<file path="config.mk">
export PLATFORM = sky130hd
export DESIGN_NAME = pseudo_spi_capture
export DESIGN_NICKNAME = d
export VERILOG_FILES = /design/src/rtl/pseudo_spi_capture.sv
export SDC_FILE = /design/constraint.sdc
export NUM_CORES = 1
export LEC_CHECK = 0
export BUFFER_PORTS_ARGS = -buffer_cell sky130_fd_sc_hd__buf_2
export CORE_ASPECT_RATIO = 1.75
export CORE_MARGIN = 5
export CORE_UTILIZATION = 60
export DETAILED_ROUTE_END_ITERATION = 10
export GPL_ROUTABILITY_DRIVEN = 0
export PLACE_DENSITY = 0.9
export SYNTH_ARGS = -nofsm -noshare
export SYNTH_HDL_FRONTEND = slang
export SYNTH_SLANG_ARGS = --single-unit
</file>
<file path="constraint.sdc">
create_clock -name CLK -period 5.15 [get_ports CLK]
set_input_delay 1.03 -clock CLK [delete_from_list [all_inputs] [get_ports CLK]]
set_output_delay 1.03 -clock CLK [all_outputs]
set_load 0.01 [all_outputs]
</file>
<file path="src/rtl/pseudo_spi_capture.sv">
// pseudo_spi_capture: clocks a word-serial scan chain out of the analog device with SCLK1/SCLK2/LAT and writes each captured word to SRAM at descending addresses.
module pseudo_spi_capture #(
  parameter int MEMORY_DATA_WIDTH = 8,
  parameter int MEMORY_ADDR_WIDTH = 9,
  parameter int RESERVED_DATA_LEN = 8
) (
  input  logic                         CLK,
  input  logic                         RST,
  input  logic                         BGN,
  input  logic [MEMORY_ADDR_WIDTH-1:0] ADDR_BGN,
  input  logic [RESERVED_DATA_LEN-1:0] DATA_LEN,
  input  logic [7:0]                   FREQ_DIV,
  input  logic                         SPI_SI,
  output logic                         SCLK1,
  output logic                         SCLK2,
  output logic                         LAT,
  output logic [MEMORY_ADDR_WIDTH-1:0] A,
  output logic                         CEN,
  output logic                         WEN,
  output logic [MEMORY_DATA_WIDTH-1:0] PO,
  output logic                         busy,
  output logic                         spi_is_done
);
  localparam int W  = MEMORY_DATA_WIDTH;
  localparam int BW = $clog2(W + 1);
  typedef enum logic [2:0] {ST_IDLE, ST_LAT, ST_S1, ST_S2, ST_GAP, ST_WR, ST_DONE} state_t;
  state_t st, nxt, prv;
  logic [7:0] cnt, fdiv;
  logic [BW-1:0] bits;
  logic [RESERVED_DATA_LEN-1:0] words, len;
  logic [MEMORY_ADDR_WIDTH-1:0] addr;
  logic [W-1:0] shreg;
  logic last;
  assign last = cnt == fdiv;
  always_comb begin
    nxt = st;
    unique case (st)
      ST_IDLE: nxt = BGN ? (DATA_LEN == '0 ? ST_DONE : ST_LAT) : ST_IDLE;
      ST_LAT, ST_S1, ST_S2: nxt = last ? ST_GAP : st;
      ST_GAP: nxt = prv == ST_LAT ? ST_S1 : prv == ST_S1 ? ST_S2 : bits < BW'(W) ? ST_S1 : ST_WR;
      ST_WR: nxt = words == len - RESERVED_DATA_LEN'(1) ? ST_DONE : ST_S1;
      ST_DONE: nxt = ST_IDLE;
      default: nxt = ST_IDLE;
    endcase
  end
  always_ff @(posedge CLK) begin
    if (RST) begin
      st    <= ST_IDLE;
      prv   <= ST_IDLE;
      cnt   <= '0;
      fdiv  <= '0;
      bits  <= '0;
      words <= '0;
      len   <= '0;
      addr  <= '0;
      shreg <= '0;
    end else begin
      st  <= nxt;
      cnt <= nxt == st ? cnt + 8'd1 : 8'd0;
      if (st != ST_GAP) prv <= st;
      if (st == ST_IDLE && BGN) begin
        addr  <= ADDR_BGN;
        len   <= DATA_LEN;
        fdiv  <= FREQ_DIV;
        words <= '0;
        bits  <= '0;
      end
      // SPI_SI is taken in the final high cycle of SCLK2, entering at the MSB so the first bit ends in bit 0
      if (st == ST_S2 && last) begin
        shreg <= {SPI_SI, shreg[W-1:1]};
        bits  <= bits + BW'(1);
      end
      if (st == ST_WR) begin
        addr  <= addr - MEMORY_ADDR_WIDTH'(1);
        words <= words + RESERVED_DATA_LEN'(1);
        bits  <= '0;
      end
    end
  end
  assign SCLK1       = st == ST_S1;
  assign SCLK2       = st == ST_S2;
  assign LAT         = st == ST_LAT;
  assign CEN         = st != ST_WR;
  assign WEN         = st != ST_WR;
  assign A           = st == ST_WR ? addr : '0;
  assign PO          = st == ST_WR ? shreg : '0;
  assign busy        = st != ST_IDLE;
  assign spi_is_done = st == ST_DONE;
endmodule
</file>
# Word-level counts from Yosys, hierarchy flattened
# Cells that the tools add are included.
word_totals:
  input_bits: 29
  regBits: 59
  out_inout_bits: 24
  elab_cells: 55
classes:
  n_eq_ne: 13
  n_addsub: 5
  muxes: 16
  reduce_logical: 10
  n_bitwise: 1
  n_lt_le_gt_ge: 1
op_table:
  columns: ["cell", "n"]
  rows:
  - ["$mux 9", 3]
  - ["$mux 8", 3]
  - ["$mux 3", 7]
  - ["$add 8x1->8 const B", 2]
  - ["$eq 8x8->1", 2]
  - ["$pmux 3 s4", 1]
  - ["$eq 3x2->1 const B", 3]
  - ["$eq 3x3->1 const B", 3]
  - ["$sub 9x1->9 const B", 1]
  - ["$logic_not 8->1", 1]
  - ["$mux 4", 2]
  - ["$sub 8x1->8 const B", 1]
  - ["$eq 3x1->1 const B", 2]
  - ["$ne 3x3->1 const B", 2]
  - ["$add 4x1->4 const B", 1]
  - ["$lt 4x4->1 const B", 1]
  - ["$reduce_bool 2->1", 2]
  - ["$reduce_or 2->1", 2]
  - ["$eq 3x3->1", 1]
  - ["$logic_not 3->1", 1]
  - ["$reduce_bool 3->1", 1]
  - ["$reduce_or 3->1", 1]
  - ["$logic_and 1x1->1", 2]
  - ["$not 1->1", 1]

# Logic depth before layout (Yosys ltp)
# Gate-level depths: netlist of run 1.
depth:
  word_depth: 8
  depth_mapped: 7

# Worst setup path before layout of run 1
# OpenSTA, ideal clock, no wires.
synth_timing:
  path_type: "reg2out"
  startpoint: "register st[2]"
  endpoint: "output A[7]"
  required_ns: 4.120
  setup_slack_ns: 2.780
  stages_incl_launch_ff: 6
  t_arrival_ns: 1.340
  path_cell_list: "dfxtp_1 > and3b_1 > buf_2 > buf_2 > clkbuf_1 > and2_1"
synth_between:
  elab_chain_len: 2
synth_lines:
  columns: ["element", "line_no", "rtl"]
  rows:
  - ["from (decl)", "27", "state_t st, nxt, prv;"]
  - ["from (signal assigned)", "58", "st <= nxt;"]
  - ["$eq 3x3->1", "85", "assign A = st == ST_WR ? addr : '0;"]
  - ["$mux 9", "85", null]
  - ["to (decl)", "17", "output logic [MEMORY_ADDR_WIDTH-1:0] A,"]
# Every way passes these cells.

# Final worst setup path of run 1
layout_timing:
  startpoint: "register st[2]"
  endpoint: "output A[0]"
# Same word-level chain as after synthesis.

==> impl_results.md, run 1 <==
- CTS tree: yes
- Io pins: 53
- Critical Path, Cell by Cell: and3b_1 -> inv_2 -> nor2_1 -> buf_2
- Routed wire length: 6980 um
- Slowest-stage cell, CP: and3b_1
- Gr busiest metal: met2
- Worst Tran Pin Value: 1.08 ns
- Critical Path Max Stage Delay: 0.94 ns
- CTS Sinks: 59
- Grt ovf: 0
- Synth Cell Area: 3080 um^2
- Yosys Warn Count: 0
- Lkg Pwr: 1.46 nW
- # resized after CTS: 0
- Failing checks: DRC
- Layout cells sized above 1: 0.182
- Post-synth EDFFs: 0
- Final core utilization: 0.700
- Pin count of the biggest net entering global routing: 55
- Met1 GRT Util: 0.246
- Layout area overhead: 13.3%
- Setup WS pre-CTS: 1.94 ns
- Max-slew headroom: 0.282
- Most frequent cells in the layout: dfxtp_1, nand2_1, buf_2
- Final hold vios: 0
- Setup bufs post-CTS: 0
- CP max FO: 35
- Die height: 105 um
- Setup TNS: 0 ns
- PortBufs: 52
- # setup viols final: 0
- Cells after synthesis: 379
- FFs w/ async S/R, synth: 0
- Clock Path Buffers: 2
- Primary FF master, synth: dfxtp_1
- Vias in the first global route: 2656
- CP Launch Type: flop
- Core footprint: 4980 um^2
- Hold_buf cts: 0
- Slew Limit Fails: 0
- Vias: 2775
- Critical path class: reg2out
- Fin Clk Skew: 0.0104 ns
- Outcome: complete, but fails checks
- RSZ-0062 raised after global routing: no
- Wire per inst: 14.6 um
- MaxCap Viol Count: 0
- Rows: 34
- Starting Density: 0.618
- Sequential area share after synthesis: 0.384
- Die X: 64.1 um
- Drt drc: 2
- Crit end category: primary output
- DIE AREA: 6710 um^2
- GR Util met2: 0.353
- Routed vias/inst: 5.82
- ANT cells: 0
- Hold WC Path Type: reg2reg
- Number of synthesized register bits: 59
- Iteration-0 DRC Markers: 181
- GRT Util Overall: 0.214
- GR Layer Usage met3: 0.0526
- Peak supply drop: 0.271 mV
- Crit path required time: 4.12 ns
- Net count after synthesis: 413
- Finished Layout Cells: 477
- DP HPWL: 4760 um
- Final worst-path cycle share: 0.697
- Placed cell areas: 3280 um^2
- Placed insts: 462
- Peak Freq: 279 MHz
- Root Buffer: clkbuf_8
- Power density over cell area: 332 nW/um^2
- Fin crit period: 3.59 ns
- H-tree Lvls: 3
- Average size of a mapped cell: 8.11 um^2
- Crit path DAT: 2.56 ns
- Global-route wire length before repair: 11700 um
- Initial antenna violation count: 0
- Clk_lat worst skew: 0.34 ns
- Synth unique cells: 52
- Pre-antenna DRT Iters: 7
- Commonest non-fill, non-tap cell in the layout: dfxtp_1
- Total Nets Final: 453
- Inserted Clock Buffers: 9
- Final worst slack: 1.56 ns
- Post-route design area: 3480 um^2
- Worst-path clk slew: 0.07 ns
- Final ANT Viol Nets: 0
==> final cells by class <==
class,count,area [um^2]
Sequential cell,59,1180
Tap cell,54,67.6
Fill cell,377,1490
Inverter,10,37.5
Timing Repair Buffer,53,268
Clock buffer,11,151
Clock inverter,4,50.0
Multi-Input combinational cell,286,1730
==> cell families after synthesis <==
family	count (synthesis)	synth area share
AOI/OAI and AO/OA	67	0.135
xor gates and xnor gates	25	0.0712
adders and majority gates	5	0.0203
buffers and inverters	34	0.0537
DFF	59	0.384
muxes	14	0.0472
and+or+nand+nor	175	0.289
==> sequential cells by signal (all words and copies together) (netlist names) <==
name / cells
len: 8
st: 3
bits: 4
cnt: 8
shreg: 8
words: 8
addr: 9
fdiv: 8
prv: 3
==> where the power goes <==
part	switching, mW	internal [mW]
clock	0.181	0.246
sequential	0.0347	0.484
combinational	0.126	0.0857
==> worst paths after layout <==
path	from	end	slack, ns	depth (start not counted)
min	fdiv[4]$_SDFFE_PP0P_	fdiv[4]$_SDFFE_PP0P_	0.47	2
max	st[2]$_SDFF_PP0_	A[0]	1.56	4
max reg2reg	st[2]$_SDFF_PP0_	words[7]$_SDFFE_PP0P_	2.40	6
min reg2reg	fdiv[4]$_SDFFE_PP0P_	fdiv[4]$_SDFFE_PP0P_	0.47	2
==> stage by stage <==
stage | hold slack, ns | power, mW
6_report | 0.468 | 1.16
5_1_grt | 0.483 | 1.22
4_1_cts | 0.469 | 1.17
3_5_place_dp | 0.458 | 0.737
3_3_place_gp | 0.456 | 0.730
2_1_floorplan | 0.436 | 0.685
==> cell usage after synthesis, types with 2 or more instances <==
cell      count  area (um^2)
dfxtp_1      59         1180
nand2_1      52          195
nor2_1       46          173
a21oi_1      35          175
xor2_1       18          158
and2_1       16          100
nor3_1       13         65.1
clkbuf_1     12         45.0
nand3_1      12         60.1
mux2i_1      10          100
inv_1         9         33.8
o21ai_1       9         45.0
xnor2_1       7         61.3
and3_1        6         37.5
buf_2         6         30.0
nand3b_1      6         45.0
nor3b_1       6         45.0
ha_1          5         62.6
buf_4         4         30.0
mux2_1        4         45.0
nor4_1        4         25.0
a31oi_1       3         18.8
a32oi_1       3         26.3
o22ai_1       3         18.8
buf_6         2         22.5
nor4_2        2         25.0
or2b_1        2         15.0
==> per-layer routing <==
| metal | wire length (um) | vias up | part of all wire |
|---|---|---|---|
| li1 | - | 1378 | - |
| met1 | 2770 | 1309 | 0.40 |
| met2 | 3650 | 76 | 0.52 |
| met3 | 392 | 12 | 0.056 |
| met4 | 164 | 0 | 0.024 |
| met5 | 0 | - | 0 |
==> critical path, delay by kind of cell (launching register included) <==
kind,cells,cell delay (ns)
and+or+nand+nor,2,1.14
DFF,1,0.61
buffers and inverters,2,0.45
Power figures use the tool's default switching activity.
==> run 2, diff against run 1 <==
Settings changed: CORE_UTILIZATION 60 to 56, PLACE_DENSITY 0.9 to 0.85.
Clock period 5.15 ns to 3.5 ns, I/O delays scaled along.
==> run 2 against run 1 <==
Net effect: the run now ends clean; sequential cell count stayed put; count of clock-buffer cells in the layout stayed put; sequential share of layout area is 0.55 points lower; global-route usage is 0.49 points lower; final cell count is 4.6% higher; critical endpoint unchanged; largest cell class unchanged.
==> impl_results.md, run 2 (synthesis gave the netlist of run 1 again) <==
- Clk_lat worst skew: 0.34 ns
- Starting Density: 0.580
- Vias: 2777
- Routed wire length: 7000 um
- Pin count of the biggest net entering global routing: 55
- Drt drc: 0
- CTS tree: yes
- Final hold vios: 0
- Grt ovf: 0
- DP HPWL: 4910 um
- Register area: 1180 um^2
- # setup viols final: 0
- DR WL met3: 359 um
- Total Nets Final: 454
- Crit end category: primary output
- Routed vias/inst: 5.57
- Finished Layout Cells: 499
- Met2 WL: 3690 um
- Wl on met1: 2730 um
- Outcome: finished, final reports clean
- Crit path DAT: 2.02 ns
- Fin Clk Skew: 0.00709 ns
- Pre-antenna DRT Iters: 4
- H-tree Lvls: 3
- # resized after CTS: 0
- Die height: 108 um
- Hold WC Path Type: reg2reg
- Clock Path Buffers: 2
- Inserted Clock Buffers: 9
- Initial antenna violation count: 0
- Layout area overhead: 15.2%
- Max FFs per register: 9
- ANT cells: 0
- Slew Limit Fails: 0
- Fill cells: 446
- Fin crit period: 2.72 ns
- Layout cells sized above 1: 0.186
- RSZ-0062 raised after global routing: no
- Hold_buf cts: 0
- Power density over cell area: 500 nW/um^2
- Rows: 35
- Iteration-0 DRC Markers: 198
- Multi-input gate area: 1730 um^2
- Total power: 1.77 mW
- Die X: 66.0 um
- Crit path required time: 2.80 ns
- Setup bufs post-CTS: 0
- Final worst-path cycle share: 0.777
- Biggest register: addr
- Most frequent cells in the layout: dfxtp_1, nand2_1, buf_2
- Critical path class: reg2out
- Peak supply drop: 0.381 mV
- Io pins: 53
- PortBufs: 52
- CP max FO: 34
- DIE AREA: 7130 um^2
- Wire per inst: 14.0 um
- Top sig layer: met4
- Global-route wire length before repair: 11600 um
- Worst Tran Pin Value: 0.955 ns
- Root Buffer: clkbuf_8
- Vias in the first global route: 2751
- Max-slew headroom: 0.363
- Peak Freq: 368 MHz
- MaxCap Viol Count: 0
- CP Launch Type: flop
- Core footprint: 5300 um^2
- Placed insts: 483
- Worst-path clk slew: 0.07 ns
- CTS Sinks: 59
- GRT Util Overall: 0.209
- Lkg Pwr: 1.49 nW
- Final ANT Viol Nets: 0
- Setup TNS: 0 ns
- Commonest non-fill, non-tap cell in the layout: dfxtp_1
## run 2: cell count changes in the layout (fill, tap and decap cells not counted), sizes merged
cell      change
buf           +1
bufinv        +1
clkinvlp      -2
clkinv        +2
## run 2: worst max-delay path, cell delays in order, from the launching register on
cell and delay, ns:
dfxtp_1 0.63, and3b_1 0.26, buf_4 0.31, inv_2 0.18, nor2_1 0.14, buf_2 0.14
## run 2: power by group
part | internal [mW] | total (mW) | switching, mW
combinational | 0.126 | 0.307 | 0.181
sequential | 0.713 | 0.766 | 0.0537
clock | 0.436 | 0.698 | 0.262
## run 2: cell type report
class                           instances  area share
Timing Repair Buffer                   54      0.0777
Tap cell                               74      0.0261
Clock inverter                          5      0.0212
Inverter                               10      0.0106
Multi-Input combinational cell        286       0.488
Clock buffer                           11      0.0427
Sequential cell                        59       0.333
## run 2: through the flow
step	hold WS, ns	area (um^2)	setup WS, ns	util
finish	0.469	3540	0.782	0.668
global route	0.488	3540	0.611	0.668
CTS	0.469	3540	0.793	0.668
detailed placement	0.459	3320	1.06	0.626
global placement	0.457	3320	1.10	0.626
floorplan	0.436	3080	1.46	-
## run 2: routing by layer
layer	global-route usage	vias to the layer above
li1	-	1394
met1	0.220	1282
met2	0.370	77
met3	0.0489	24
met4	0.121	0
met5	0	-
## run 2: path summary, 6_finish.rpt
path / startpoint / endpoint / slack, ns / cells past startpoint
max: st[2]$_SDFF_PP0_ / A[0] / 0.78 / 5
max reg2reg: st[2]$_SDFF_PP0_ / words[5]$_SDFFE_PP0P_ / 1.25 / 7
min reg2reg: fdiv[5]$_SDFFE_PP0P_ / fdiv[5]$_SDFFE_PP0P_ / 0.47 / 2
min: fdiv[5]$_SDFFE_PP0P_ / fdiv[5]$_SDFFE_PP0P_ / 0.47 / 2
==> run 3, diff against run 2 <==
Clock period 3.5 ns to 2.8 ns, I/O delays scaled along.
==> run 3 against run 2 <==
Net effect: combinational power rose by 27%; die area did not move; critical path depth did not move; hold slack got worse by 0.012 ns; setup slack got worse by 0.44 ns; final area rose by 0.42%; global-route usage rose by 0.64 points; power rose by 20%; sequential cell count did not move; count of clock-buffer cells in the layout rose by 1; via count fell by 0.32%; largest power group unchanged.
==> impl_results.md, run 3 (synthesis gave the netlist of run 1 again) <==
- Outcome: finished, final reports clean
- Fill cells: 428
- Io pins: 53
- ANT cells: 0
- Final ANT Viol Nets: 0
- Crit end category: primary output
- Sw Ratio: 0.289
- Psw: 0.615 mW
- Fin crit period: 2.46 ns
- Worst hold path depth: 3
- Hold Crit Endpoint: fdiv[4]$_SDFFE_PP0P_
- CP delay by family, top: flip-flops
- Peak supply drop: 0.437 mV
- Drt drc: 0
- CTS tree: yes
- Root Buffer: clkbuf_8
- Setup bufs post-CTS: 0
- Layout cells sized above 1: 0.193
- Die X: 66.0 um
- Register area: 1180 um^2
- Inserted Clock Buffers: 9
- Routed vias/inst: 5.49
- Rows: 35
- Critical Path Max Stage Delay: 0.60 ns
- Final worst-path cycle share: 0.879
- Fin Clk Skew: 0.00688 ns
- Power density over cell area: 597 nW/um^2
- Total Nets Final: 459
- R2r setup slk: 0.70 ns
- RSZ-0062 raised after global routing: no
- Hold_buf cts: 0
- Worst-path clk slew: 0.06 ns
- MaxCap Viol Count: 0
- DP HPWL: 5050 um
- Setup TNS: 0 ns
- Buf/Inv on CP: 3
- Starting Density: 0.580
- Pin count of the biggest net entering global routing: 28
- Lkg Pwr: 1.50 nW
- Max-slew headroom: 0.514
- Vias: 2768
- CP Launch Type: flop
- WP depth: 5
- Biggest register: addr
- Layout area overhead: 15.7%
- Iteration-0 DRC Markers: 162
- Critical path class: reg2out
- Max FFs per register: 9
- Clock group share of total power: 0.366
- Clk_lat worst skew: 0.34 ns
- Critical Path, Cell by Cell: and3b_1 -> buf_4 -> inv_2 -> nor2_1 -> buf_2
- Core footprint: 5300 um^2
- GRT Util Overall: 0.216
- PortBufs: 52
- Multi-input gate area: 1730 um^2
- Final core utilization: 0.671
- # setup viols final: 0
- Reg2reg end: words[5]$_SDFFE_PP0P_
- Internal Power: 1.51 mW
- Crit path required time: 2.24 ns
- DIE AREA: 7130 um^2
- H-tree Lvls: 3
- Sequential share of power: 0.451
- Hold WC Path Type: in2reg
- Comb pwr share: 0.183
- Vias in the first global route: 2646
- Pre-antenna DRT Iters: 4
- Initial antenna violation count: 0
- Final hold vios: 0
- Commonest non-fill, non-tap cell in the layout: dfxtp_1
- Crit path DAT: 1.90 ns
- Most frequent cells in the layout: dfxtp_1, nand2_1, buf_2
- Worst Tran Pin Value: 0.727 ns
- Routed wire length: 6970 um
- CP max FO: 27
- Global-route wire length before repair: 11900 um
- Peak Freq: 406 MHz
- R2R Path Start: st[2]$_SDFF_PP0_
- Clock Path Buffers: 2
- Grt ovf: 0
- Min-delay src: FREQ_DIV[4]
- Die height: 108 um
- Worst R2R Path Depth: 7
- Slowest-stage cell, CP: dfxtp_1
- # resized after CTS: 0
- Slew Limit Fails: 0
- Wire per inst: 13.8 um
- CTS Sinks: 59
==> run 3: cell types whose count changed in the layout (fill, tap and decap cells not counted), sizes merged <==
| cell | previous run | this run |
|---|---|---|
| buf | 54 | 59 |
| bufinv | 2 | 1 |
| clkbuf | 11 | 12 |
==> run 3: through the flow <==
| stage | hold slack (ns) | setup WS (ns) | instance area [um^2] | total power [mW] | cells |
|---|---|---|---|---|---|
| floorplan | 0.436 | 0.900 | 3080 | 1.26 | 379 |
| global placement | 0.456 | 0.719 | 3350 | 1.35 | 488 |
| detailed placement | 0.459 | 0.672 | 3350 | 1.36 | 488 |
| CTS | 0.436 | 0.337 | 3560 | 2.15 | 504 |
| global route | 0.435 | 0.162 | 3560 | 2.25 | 504 |
| finish | 0.457 | 0.340 | 3560 | 2.13 | 504 |
==> run 3: area by class of cell <==
class,instances,area share
Tap cell,74,0.0260
Sequential cell,59,0.332
Multi-Input combinational cell,286,0.486
Timing Repair Buffer,59,0.0879
Clock inverter,4,0.0137
Inverter,10,0.0106
Clock buffer,12,0.0436
==> run 3: per-layer routing <==
metal / part of all wire / routed length, um / track usage / vias up
li1: - / - / - / 1395
met5: 0 / 0 / 0 / -
met4: 0.023 / 161 / 0.0974 / 0
met1: 0.39 / 2740 / 0.233 / 1287
met3: 0.052 / 364 / 0.0655 / 14
met2: 0.53 / 3710 / 0.378 / 72
==> run 3: worst max path at each step <==
stage	from	end	slack, ns
4_1_cts	st[2]$_SDFF_PP0_	A[0]	0.34
5_1_grt	st[2]$_SDFF_PP0_	A[0]	0.16
3_3_place_gp	BGN	cnt[3]$_SDFF_PP0_	0.72
6_report	st[2]$_SDFF_PP0_	A[0]	0.34
2_1_floorplan	st[2]$_SDFF_PP0_	A[7]	0.90
3_5_place_dp	BGN	addr[0]$_SDFFE_PP0P_	0.67
==> run 3: power groups by stage <==
| stage | registers (mW) | logic [mW] | clock network [mW] |
|---|---|---|---|
| 2_1_floorplan | 0.948 | 0.312 | 0 |
| 3_3_place_gp | 0.971 | 0.377 | 0 |
| 3_5_place_dp | 0.974 | 0.387 | 0 |
| 4_1_cts | 0.957 | 0.390 | 0.799 |
| 5_1_grt | 0.965 | 0.443 | 0.838 |
| 6_report | 0.958 | 0.390 | 0.777 |
==> run 3: worst min-delay path, stage by stage <==
cell and delay, ns:
buf_2 0.09, nand2_1 0.04, a21oi_1 0.05
